===== src/rtl/rr_mux_arb.sv =====
// rr_mux_arb: registered N_CH:1 multiplexer with round-robin arbitration and
// valid/ready handshakes on every input channel and on the single output.
// Optional static-select mode is compiled in with `define RR_MUX_FORCE_SEL_EN,
// which adds the force_en/force_sel ports.
module rr_mux_arb #(
  parameter int N_CH   = 4,
  parameter int DATA_W = 8,
  parameter int SEL_W  = $clog2(N_CH)
) (
  input  logic                     clk,
  input  logic                     rst_n,
  input  logic [N_CH*DATA_W-1:0]   in_data,
  input  logic [N_CH-1:0]          in_valid,
  output logic [N_CH-1:0]          in_ready,
  output logic [DATA_W-1:0]        out_data,
  output logic [SEL_W-1:0]         out_sel,
  output logic                     out_valid,
`ifdef RR_MUX_FORCE_SEL_EN
  input  logic                     force_en,
  input  logic [SEL_W-1:0]         force_sel,
`endif
  input  logic                     out_ready
);

  logic [SEL_W-1:0]  ptr;
  logic [N_CH-1:0]   elig;
  logic [DATA_W-1:0] ch_data [N_CH];
  logic              load;
  logic              gnt_found;
  logic [SEL_W-1:0]  gnt_idx;
  logic [SEL_W-1:0]  ptr_nxt;
  logic [SEL_W-1:0]  scan_idx;
  int unsigned       scan_pos;

  // Output register is free, or its word is being consumed this cycle.
  assign load = ~out_valid | out_ready;

  for (genvar i = 0; i < N_CH; i++) begin : g_ch
    assign ch_data[i] = in_data[i*DATA_W +: DATA_W];
`ifdef RR_MUX_FORCE_SEL_EN
    // A forced select outside 0..N_CH-1 matches no channel, so nothing is granted.
    assign elig[i] = in_valid[i] & (~force_en | (force_sel == SEL_W'(i)));
`else
    assign elig[i] = in_valid[i];
`endif
  end

  // Round-robin scan starting at ptr; first eligible channel wins.
  always_comb begin
    gnt_found = 1'b0;
    gnt_idx   = '0;
    scan_pos  = 0;
    scan_idx  = '0;
    for (int unsigned k = 0; k < N_CH; k++) begin
      scan_pos = (32'(ptr) + k) % N_CH;
      scan_idx = SEL_W'(scan_pos);
      if (!gnt_found && elig[scan_idx]) begin
        gnt_found = 1'b1;
        gnt_idx   = scan_idx;
      end
    end
  end

  // Pointer moves to the channel after the winner, wrapping at N_CH.
  always_comb begin
    ptr_nxt = SEL_W'((32'(gnt_idx) + 1) % N_CH);
  end

  // One-hot accept for the granted channel; held low while in reset.
  always_comb begin
    in_ready = '0;
    if (rst_n && load && gnt_found)
      in_ready[gnt_idx] = 1'b1;
  end

  // Output register and priority pointer.
  always_ff @(posedge clk or negedge rst_n) begin
    if (!rst_n) begin
      out_data  <= '0;
      out_sel   <= '0;
      out_valid <= 1'b0;
      ptr       <= '0;
    end else if (load) begin
      if (gnt_found) begin
        out_data  <= ch_data[gnt_idx];
        out_sel   <= gnt_idx;
        out_valid <= 1'b1;
`ifdef RR_MUX_FORCE_SEL_EN
        if (!force_en)
          ptr <= ptr_nxt;
`else
        ptr <= ptr_nxt;
`endif
      end else begin
        out_valid <= 1'b0;
      end
    end
  end

endmodule


===== config.mk =====
export PLATFORM = sky130hd
export DESIGN_NAME = rr_mux_arb
export DESIGN_NICKNAME = d
export VERILOG_FILES = /design/src/rtl/rr_mux_arb.sv
export SDC_FILE = /design/constraint.sdc
export NUM_CORES = 1
export LEC_CHECK = 0
export ABC_CLOCK_PERIOD_IN_PS = 2900
export CAP_MARGIN = 20
export CORE_ASPECT_RATIO = 2
export CORE_UTILIZATION = 25
export CTS_BUF_LIST = sky130_fd_sc_hd__clkbuf_2 sky130_fd_sc_hd__clkbuf_4 sky130_fd_sc_hd__clkbuf_8
export DETAILED_ROUTE_END_ITERATION = 8
export SYNTH_ARGS = -nofsm -noshare
export SYNTH_HDL_FRONTEND = slang
export SYNTH_SLANG_ARGS = --single-unit
export TNS_END_PERCENT = 50

===== constraint.sdc =====
create_clock -name clk -period 2.9 [get_ports clk]
set_input_delay 0.87 -clock clk [delete_from_list [all_inputs] [get_ports clk]]
set_output_delay 0.87 -clock clk [all_outputs]
set_load 0.01 [all_outputs]

== Word level (Yosys, flattened, before mapping) ==
Cells that the tools add are included.

* Add/subtract/negate cells: 4
* Magnitude comparators: 7
* Multiplexer cells: 23
* Bitwise gates (word level): 3
* Reductions and logical operators: 10

{| class="wikitable"
|+ Operator list
! kind !! count
|-
| binary-select mux 8 bit (select 2 bit) || 1
|-
| 2-to-1 mux 8 bit || 2
|-
| < comparator 2 x 3 -> 1 bit (second input constant) || 5
|-
| 2-to-1 mux 1 bit || 10
|-
| binary-select mux 1 bit (select 2 bit) || 4
|-
| 2-to-1 mux 2 bit || 4
|-
| logical AND 1 bit || 6
|-
| adder 2 x 1 -> 2 bit (second input constant) || 2
|-
| adder 2 bit (second input constant) || 2
|-
| 2-to-1 mux 4 bit || 1
|-
| >= comparator 3 bit (second input constant) || 1
|-
| zero test 1 bit || 3
|-
| NOT 2 -> 3 bit || 1
|-
| demux 1 bit (select 2 bit) || 1
|-
| >= comparator 2 x 1 -> 1 bit (second input constant) || 1
|-
| AND reduction 2 bit || 1
|-
| NOT 1 bit || 1
|-
| bitwise OR 1 bit || 1
|}

* Register bits: 13
* Input bits: 39
* Output and inout port bits: 15
* Logic and storage cells: 51

== Depth between registers and ports, before layout ==
* Word-level depth: 17
* Gate-level depth with buffers: 7

== Least setup slack after synthesis ==
Ideal clock, no wire load.

* Path type: input -> output
* From: input in_valid[2]
* To: output in_ready[1]
* Data arrival time: 1874 ps
* Data required time: 2030 ps
* Setup slack: 156 ps
* Stages: 5
* Cell sequence: mux2_2 > nand2_1 > nand3_4 > buf_12 > nor3b_1

* Word-level cells in the longest chain between the ends: 17

{| class="wikitable"
|+ Ends and longest elaborated chain
! what !! RTL line !! text
|-
| start, declared || 13 || <nowiki>input logic [N_CH-1:0] in_valid,</nowiki>
|-
| binary-select mux 1 bit (select 2 bit) || 57 || <nowiki>if (!gnt_found && elig[scan_idx]) begin</nowiki>
|-
| 2-to-1 mux 1 bit (implied by the code) || 57 ||
|-
| 2-to-1 mux 1 bit || 57 ||
|-
| zero test 1 bit || 57 ||
|-
| logical AND 1 bit || 57 ||
|-
| 2-to-1 mux 1 bit || 57 ||
|-
| zero test 1 bit || 57 ||
|-
| logical AND 1 bit || 57 ||
|-
| 2-to-1 mux 1 bit || 57 ||
|-
| zero test 1 bit || 57 ||
|-
| logical AND 1 bit || 57 ||
|-
| 2-to-1 mux 2 bit || 57 ||
|-
| < comparator 2 x 3 -> 1 bit (implied by the code) or >= comparator 2 x 1 -> 1 bit (tied branches) || 73 || <nowiki>in_ready[gnt_idx] = 1'b1;</nowiki>
|-
| logical AND 1 bit (implied by the code) || 73 ||
|-
| 2-to-1 mux 1 bit (implied by the code) || 73 ||
|-
| demux 1 bit (select 2 bit) || 73 ||
|-
| 2-to-1 mux 4 bit (*) || 72 || <nowiki>if (rst_n && load && gnt_found)</nowiki>
|-
| end, declared || 14 || <nowiki>output logic [N_CH-1:0] in_ready,</nowiki>
|}

Mark *: on every way between the ends. The rest lies on a longest branch, timed or not. The select of a mux whose other input is x is not followed.

== Worst setup path in the final report ==
* From: input in_valid[3]
* To: output in_ready[1]

The elaborated chain is that of the path after synthesis.

==> summary.txt <==
Cells and area
  – Register cell area after layout: 325 µm²
  – Area growth from synthesis to layout: 84.9%
  – Antenna fix cells: 0
  – Non-filler instance count after layout: 212
  – Layout cells sized above 1: 0.335
  – Utilization after layout: 0.488
  – Layout filler cell count: 319
  – Most common library cell in the layout ignoring fill and taps: sky130_fd_sc_hd__clkdlybuf4s50_1
  – Footprint of the multi-input gates: 578 µm²
  – Nets: a little over 200
  – Most frequent cells in the layout: sky130_fd_sc_hd__clkdlybuf4s50_1, sky130_fd_sc_hd__buf_4, sky130_fd_sc_hd__dfrtp_1, sky130_fd_sc_hd__nor2_1

Placed design
  – Setup slack after placement: -0.885 ns
  – Dpl hpwl: about 2.3 mm
  – Placed Cells: 205
  – Final RePlAce weighted congestion: slightly above 0.8
  – # port buffers: between 50 and 60

Floorplan
  – Top Ports: 54
  – Die height: 86.9 µm
  – Std-Cell Core Area: about 3400 µm²
  – Standard-cell rows: 30
  – Starting utilization of the core area: 0.264
  – Floorplan die area: 3860 µm²
  – DIE WIDTH: 44.4 µm

Logic synthesis
  – Portion of the post-synthesis area used by sequential elements: 0.361
  – Cells after Synth: 94
  – Seq cells post-synth: 13
  – Post-Syn Area per Cell: 9.58 µm²
  – Synth Flop Type: sky130_fd_sc_hd__dfrtp_1
  – Async set or reset register ratio after synthesis: 1.00
  – Post-synth EDFFs: 0
  – Distinct cell type count of the synthesized netlist: 30
  – Biggest area contributors in the synthesized netlist: sky130_fd_sc_hd__dfrtp_1, sky130_fd_sc_hd__mux2i_1, sky130_fd_sc_hd__a221oi_1
  – Total of warnings raised by yosys: 0
  – Proportion of netlist area held by the largest area contributor: 0.361
  – Syn_nets: 133
  – Post-synth design cell area: about 900 µm²
  – Most area-hungry cell type in the Yosys netlist: sky130_fd_sc_hd__dfrtp_1

Power and ir drop
  – Peak supply drop: 284 µV
  – Internal power: about 660 µW
  – Switching share of total power: 0.347
  – Sequential Power Share: 0.278
  – Clock power share: 0.162
  – Static power due to leakage: between 0.7 and 0.8 nW
  – Combinational Power Share: 0.560
  – Total power per unit cell area: 607 nW/µm²
  – Switching power summed over all nets: 351 µW

Detailed routing
  – Average wire per cell in the routed design: 13.6 µm
  – Via/cell ratio: ~4.7
  – Total iterations of the first detailed-routing run: 3
  – Via count: 986
  – Antenna violation net count after detailed routing: 0
  – Number of design rule violations left after detail routing: 0
  – Post-detailed-routing wire length: ~2.9 mm
  – Starting DRC count in detailed routing: 10

GRT
  – Combined global-route utilization of all metal layers: 0.166
  – Vias in the first global route: 1009
  – Maximum number of pins on one net before global-route repair: 16
  – Total overflow reported by the global router: 0
  – Global-route wire length before repair: 4.64 mm
  – Antenna violations before repair: 0

Clock tree
  – Clk_lat worst skew: 0.25 ns
  – TritonCTS clock tree: yes
  – Clock transition time at the flip-flop clock pins of the worst setup and hold paths: 0.06 ns
  – Master cell of the clock root buffer: sky130_fd_sc_hd__clkbuf_8
  – Cts-stage hold buffer count: 0
  – Clock Path Buffers: 2
  – Total number of H-tree levels: 1
  – Clock sinks: 13
  – Number of buffers created by CTS: 3

Timing
  – Final setup violation count: 0
  – Final worst setup slack: about 0.083 ns
  – Setup_tns: 0 ns
  – Number of hold violations in the final report: 0
  – Portion of the clock cycle consumed by the worst path in the final layout: 0.971
  – Shortest period the worst path allows: about 2.8 ns
  – Highest clock frequency the design can meet: 355 MHz
  – Setup repair after global routing missed its margin: false
  – Worst Clk Skew: 0.00446 ns
  – Max-Slew Margin vs Limit: 0.742
  – Transition time at the pin with the least slew margin: a little under 0.4 ns
  – Pins over their slew limit: 0
  – Worst hold-check slack: 0.493 ns

Setup path
  – Worst path arrival time: 1.95 ns
  – Worst-path maximum fanout: 4
  – Worst r2r path cells: 7
  – Startpoint type of the worst setup path: input pin
  – Data required, critical path: a little over 2 ns
  – CP Capture Type: output port
  – Critical path start-end classification: input pin to output port

Status
  – Result of the run: finished, final reports clean

Run
  – Max cap viols: 0

Hold path
  – Cells on Worst Hold Path: 1
  – Classification of the worst-slack hold path: flop to flop
-- worst max-delay path, cell delays in order --
cell and delay (ns):
sky130_fd_sc_hd__clkdlybuf4s15_1 0.24, sky130_fd_sc_hd__nor4_1 0.06, sky130_fd_sc_hd__buf_4 0.14, sky130_fd_sc_hd__a21oi_2 0.14
sky130_fd_sc_hd__nand2_2 0.14, sky130_fd_sc_hd__nor3b_2 0.20, sky130_fd_sc_hd__buf_2 0.15
-- flip-flops by register name, summed over array words and instances, names as in the netlist --
signal     flops
out_data       8
out_sel        2
out_valid      1
ptr            2
-- cells in the mapped netlist, types with 2 or more instances --
master / n
sky130_fd_sc_hd__nand2b_1: 2
sky130_fd_sc_hd__and2_2: 8
sky130_fd_sc_hd__mux2_2: 2
sky130_fd_sc_hd__inv_1: 5
sky130_fd_sc_hd__a21oi_1: 4
sky130_fd_sc_hd__buf_4: 2
sky130_fd_sc_hd__a221oi_1: 9
sky130_fd_sc_hd__nor3b_1: 2
sky130_fd_sc_hd__mux2i_1: 8
sky130_fd_sc_hd__dfrtp_1: 13
sky130_fd_sc_hd__nor2_1: 10
sky130_fd_sc_hd__nand2_1: 3
sky130_fd_sc_hd__a211oi_1: 8
sky130_fd_sc_hd__nor3_1: 2
-- repair_timing --
| action | 4_1_cts | 5_1_grt |
|---|---|---|
| buffers inserted | 4 | 0 |
| gates resized for setup | 40 | 8 |
| setup endpoints to repair | 4 | 4 |
| pin swaps | 5 | 5 |
-- per-layer routing --
metal	GRT usage	wire length, µm	share of wire
met3	0.0311	197	0.068
met2	0.321	1650	0.57
met4	0.0799	42	0.015
met5	0	0	0
met1	0.154	1000	0.35
-- area by class of cell --
class / count / share of cell area
clock inverters: 1 / 0.00301
multi-input cells: 71 / 0.347
flip-flops and latches: 13 / 0.195
clock buffers: 3 / 0.0248
repair buffers: 71 / 0.382
inverters: 5 / 0.0113
well taps: 48 / 0.0361
-- final timing paths --
| path | from | endpoint | slack [ns] |
|---|---|---|---|
| setup / recovery | in_valid[3] | in_ready[1] | 0.08 |
| hold / removal | out_sel[1]$_DFFE_PN0P_ | out_sel[1]$_DFFE_PN0P_ | 0.49 |
| setup reg to reg | ptr[1]$_DFFE_PN0P_ | out_data[5]$_DFFE_PN0P_ | 0.95 |
| hold reg to reg | out_sel[1]$_DFFE_PN0P_ | out_sel[1]$_DFFE_PN0P_ | 0.49 |
| max in group asynchronous | rst_n | ptr[1]$_DFFE_PN0P_ | 1.73 |
| min in group asynchronous | rst_n | out_valid$_DFFE_PN0N_ | 1.00 |
-- cells by family (layout without fill, tap and decap cells) --
logic type             count (synthesis)  in the layout  share of synthesized area
AND/OR/NAND/NOR                       35             35                      0.232
AO/OA/AOI/OAI                         25             25                      0.206
flip-flops                            13             13                      0.361
multiplexers                          10             10                      0.114
buffers and inverters                 10             80                     0.0778
XOR/XNOR                               1              1                    0.00972
-- stage by stage --
step | cell area (µm²) | power (mW)
2_1_floorplan | 901 | 0.547
3_3_place_gp | 1550 | 0.786
3_5_place_dp | 1550 | 0.793
4_1_cts | 1660 | 1.01
5_1_grt | 1670 | 1.08
6_report | 1670 | 1.01
-- power by group through the flow --
| stage | Sequential (mW) | Combinational (mW) | Clock (mW) |
|---|---|---|---|
| final | 0.281 | 0.566 | 0.163 |
| after CTS | 0.282 | 0.560 | 0.170 |
| after detailed placement | 0.285 | 0.507 | 0 |
| after floorplan | 0.307 | 0.241 | 0 |
| after global routing | 0.292 | 0.609 | 0.179 |
| after global placement | 0.283 | 0.503 | 0 |
No activity file was read; power rests on OpenSTA's default activity.
==> variant (same settings) <==
Reset style: synchronous (`rst_n`), changed in one clocked block.
--- a/src/rtl/rr_mux_arb.sv
+++ b/src/rtl/rr_mux_arb.sv
@@ -75,5 +75,5 @@
 
   // Output register and priority pointer.
-  always_ff @(posedge clk or negedge rst_n) begin
+  always_ff @(posedge clk) begin
     if (!rst_n) begin
       out_data  <= '0;
Check against the original RTL: differs if rst_n is asserted again (counterexample within 4 cycles, from zero or initial values and one cycle with rst_n low); with rst_n held inactive, the same outputs for 10 cycles.
==> variant against the unedited design <==
- combinational power is 49% lower
- register-to-register slack gained 0.15 ns
- design area decreased by 9.8%
- die area down 13%
- worst setup slack lost 0.053 ns
- sequential cell count unchanged
- global-route usage down 0.20 points
- wire length decreased by 5.5%
- synthesized area is 13% lower
- power is 34% lower
- sequential power shrank 21%
- count of clock-buffer cells in the layout unchanged
- final cell count is 12% lower
- clock skew increased by 0.0027 ns
==> variant: results <==
{
  "drt_iter0_markers": 15,
  "drtAntennaViolNets": 0,
  "synth_cell_types": 25,
  "syn_nets": 126,
  "intPower_mw": 0.463,
  "wl_met2_mm": 1.55,
  "cp_slowest_cell": "nor4_4",
  "min_to": "out_sel[1]",
  "place_ws_ns": -0.567,
  "layout-drive-gt1-share": 0.255,
  "met2_usage": 0.309,
  "antenna_found_initial": 0,
  "r2r_end": "out_data[5]",
  "nets": 197,
  "power_leakage_nw": 0.618,
  "synthTopCellsByArea": "dfxtp_1 (33%), mux2i_1 (22%), a221oi_1 (6.7%), o21ai_0 (5.1%), a21oi_1 (4.5%)",
  "post-dp-hpwl_mm": 2.09,
  "fin_skew_ns": 0.00720,
  "highest_layer": "met4",
  "wl_met3_um": 96,
  "routabilityCongestion": 0.777,
  "firstDrtPassIters": 2,
  "status": "complete, no violations",
  "dpl.cell_count": 179,
  "whs_path_depth": 2,
  "arrival_ns": 2.00,
  "vias_per_cell": 5.03,
  "hold_ws_ns": 0.469,
  "port_buffers": 53,
  "use_met1": 0.166,
  "vias": 940,
  "startpoint": "in_valid[1]",
  "synth_ff_type": "dfxtp_1",
  "placed_area_um2": 1410,
  "peakVddDrop_mv": 0.282,
  "r2r_setup_slack_ns": 1.10,
  "grt_usage": 0.164,
  "ys_top_cells_by_count": "mux2i_1 (17), dfxtp_1 (13), o21ai_0 (8)",
  "worstMarginPinSlew_ns": 0.587,
  "grt_pass1_wl_mm": 4.29,
  "slowest_delay_ns": 0.37,
  "drt_wl_total_mm": 2.73,
  "ys_async_sr_fraction": 0,
  "grt_pass1_vias": 952,
  "seq_area_frac_synth": 0.333,
  "hold_start": "out_sel[1]",
  "met1_length_um": 983,
  "design_area_um2": 1500,
  "worst_r2r_path_depth": 5,
  "grt_max_degree": 17,
  "clk_latency_ns": 0.24,
  "use_met3": 0.0267,
  "num-fill-cells": 285,
  "critPathMaxFanout": 3,
  "crit-reg2reg-launch": "ptr[1]",
  "synthCells": 87,
  "clk_path_buf_depth": 2
}
-- variant: cell families (layout without fill, tap and decap cells) --
family | count (synthesis) | count (layout) | share of synthesized area
buf+inv | 7 | 77 | 0.0641
xor+xnor | 1 | 1 | 0.0112
simple gates | 19 | 19 | 0.117
compound gates | 30 | 30 | 0.256
flops | 13 | 13 | 0.333
mux | 17 | 17 | 0.218
-- variant: area by class of cell --
cell class	count	area [um2]	area share
timing repair buffer	70	628	0.418
multi-input combinational	67	519	0.346
sequential	13	260	0.173
clock buffer	3	41.3	0.0275
tap	30	37.5	0.0250
inverter	3	11.3	0.00749
clock inverter	1	5.00	0.00333
-- variant: worst max path at each step --
| stage | end | slack (ns) |
|---|---|---|
| floorplan | in_ready[2] | 0.36 |
| global placement | in_ready[0] | -0.53 |
| detailed placement | in_ready[3] | -0.57 |
| CTS | in_ready[2] | -0.07 |
| global route | in_ready[3] | -0.01 |
| finish | in_ready[2] | 0.03 |
-- variant: power by group through the flow --
stage          clock [mW]  combinational [mW]  sequential (mW)
3_3_place_gp            0               0.272            0.222
5_1_grt             0.170               0.308            0.225
6_report            0.160               0.286            0.221
4_1_cts             0.163               0.284            0.220
3_5_place_dp            0               0.276            0.223
2_1_floorplan           0               0.124            0.231
-- variant: worst max-delay path, delay by kind of cell --
| family | cells | cell delay, ns |
|---|---|---|
| and+or+nand+nor | 2 | 0.46 |
| AOI/OAI and AO/OA | 2 | 0.24 |
| buffers and inverters | 2 | 0.43 |
-- variant: timing repair --
item | 4_1_cts | 5_1_grt
setup endpoints to repair | 4 | 4
resized for setup | 21 | 14
setup buffers | 3 | 1
pin swaps | 3 | 8
hold buffers | 0 | 0
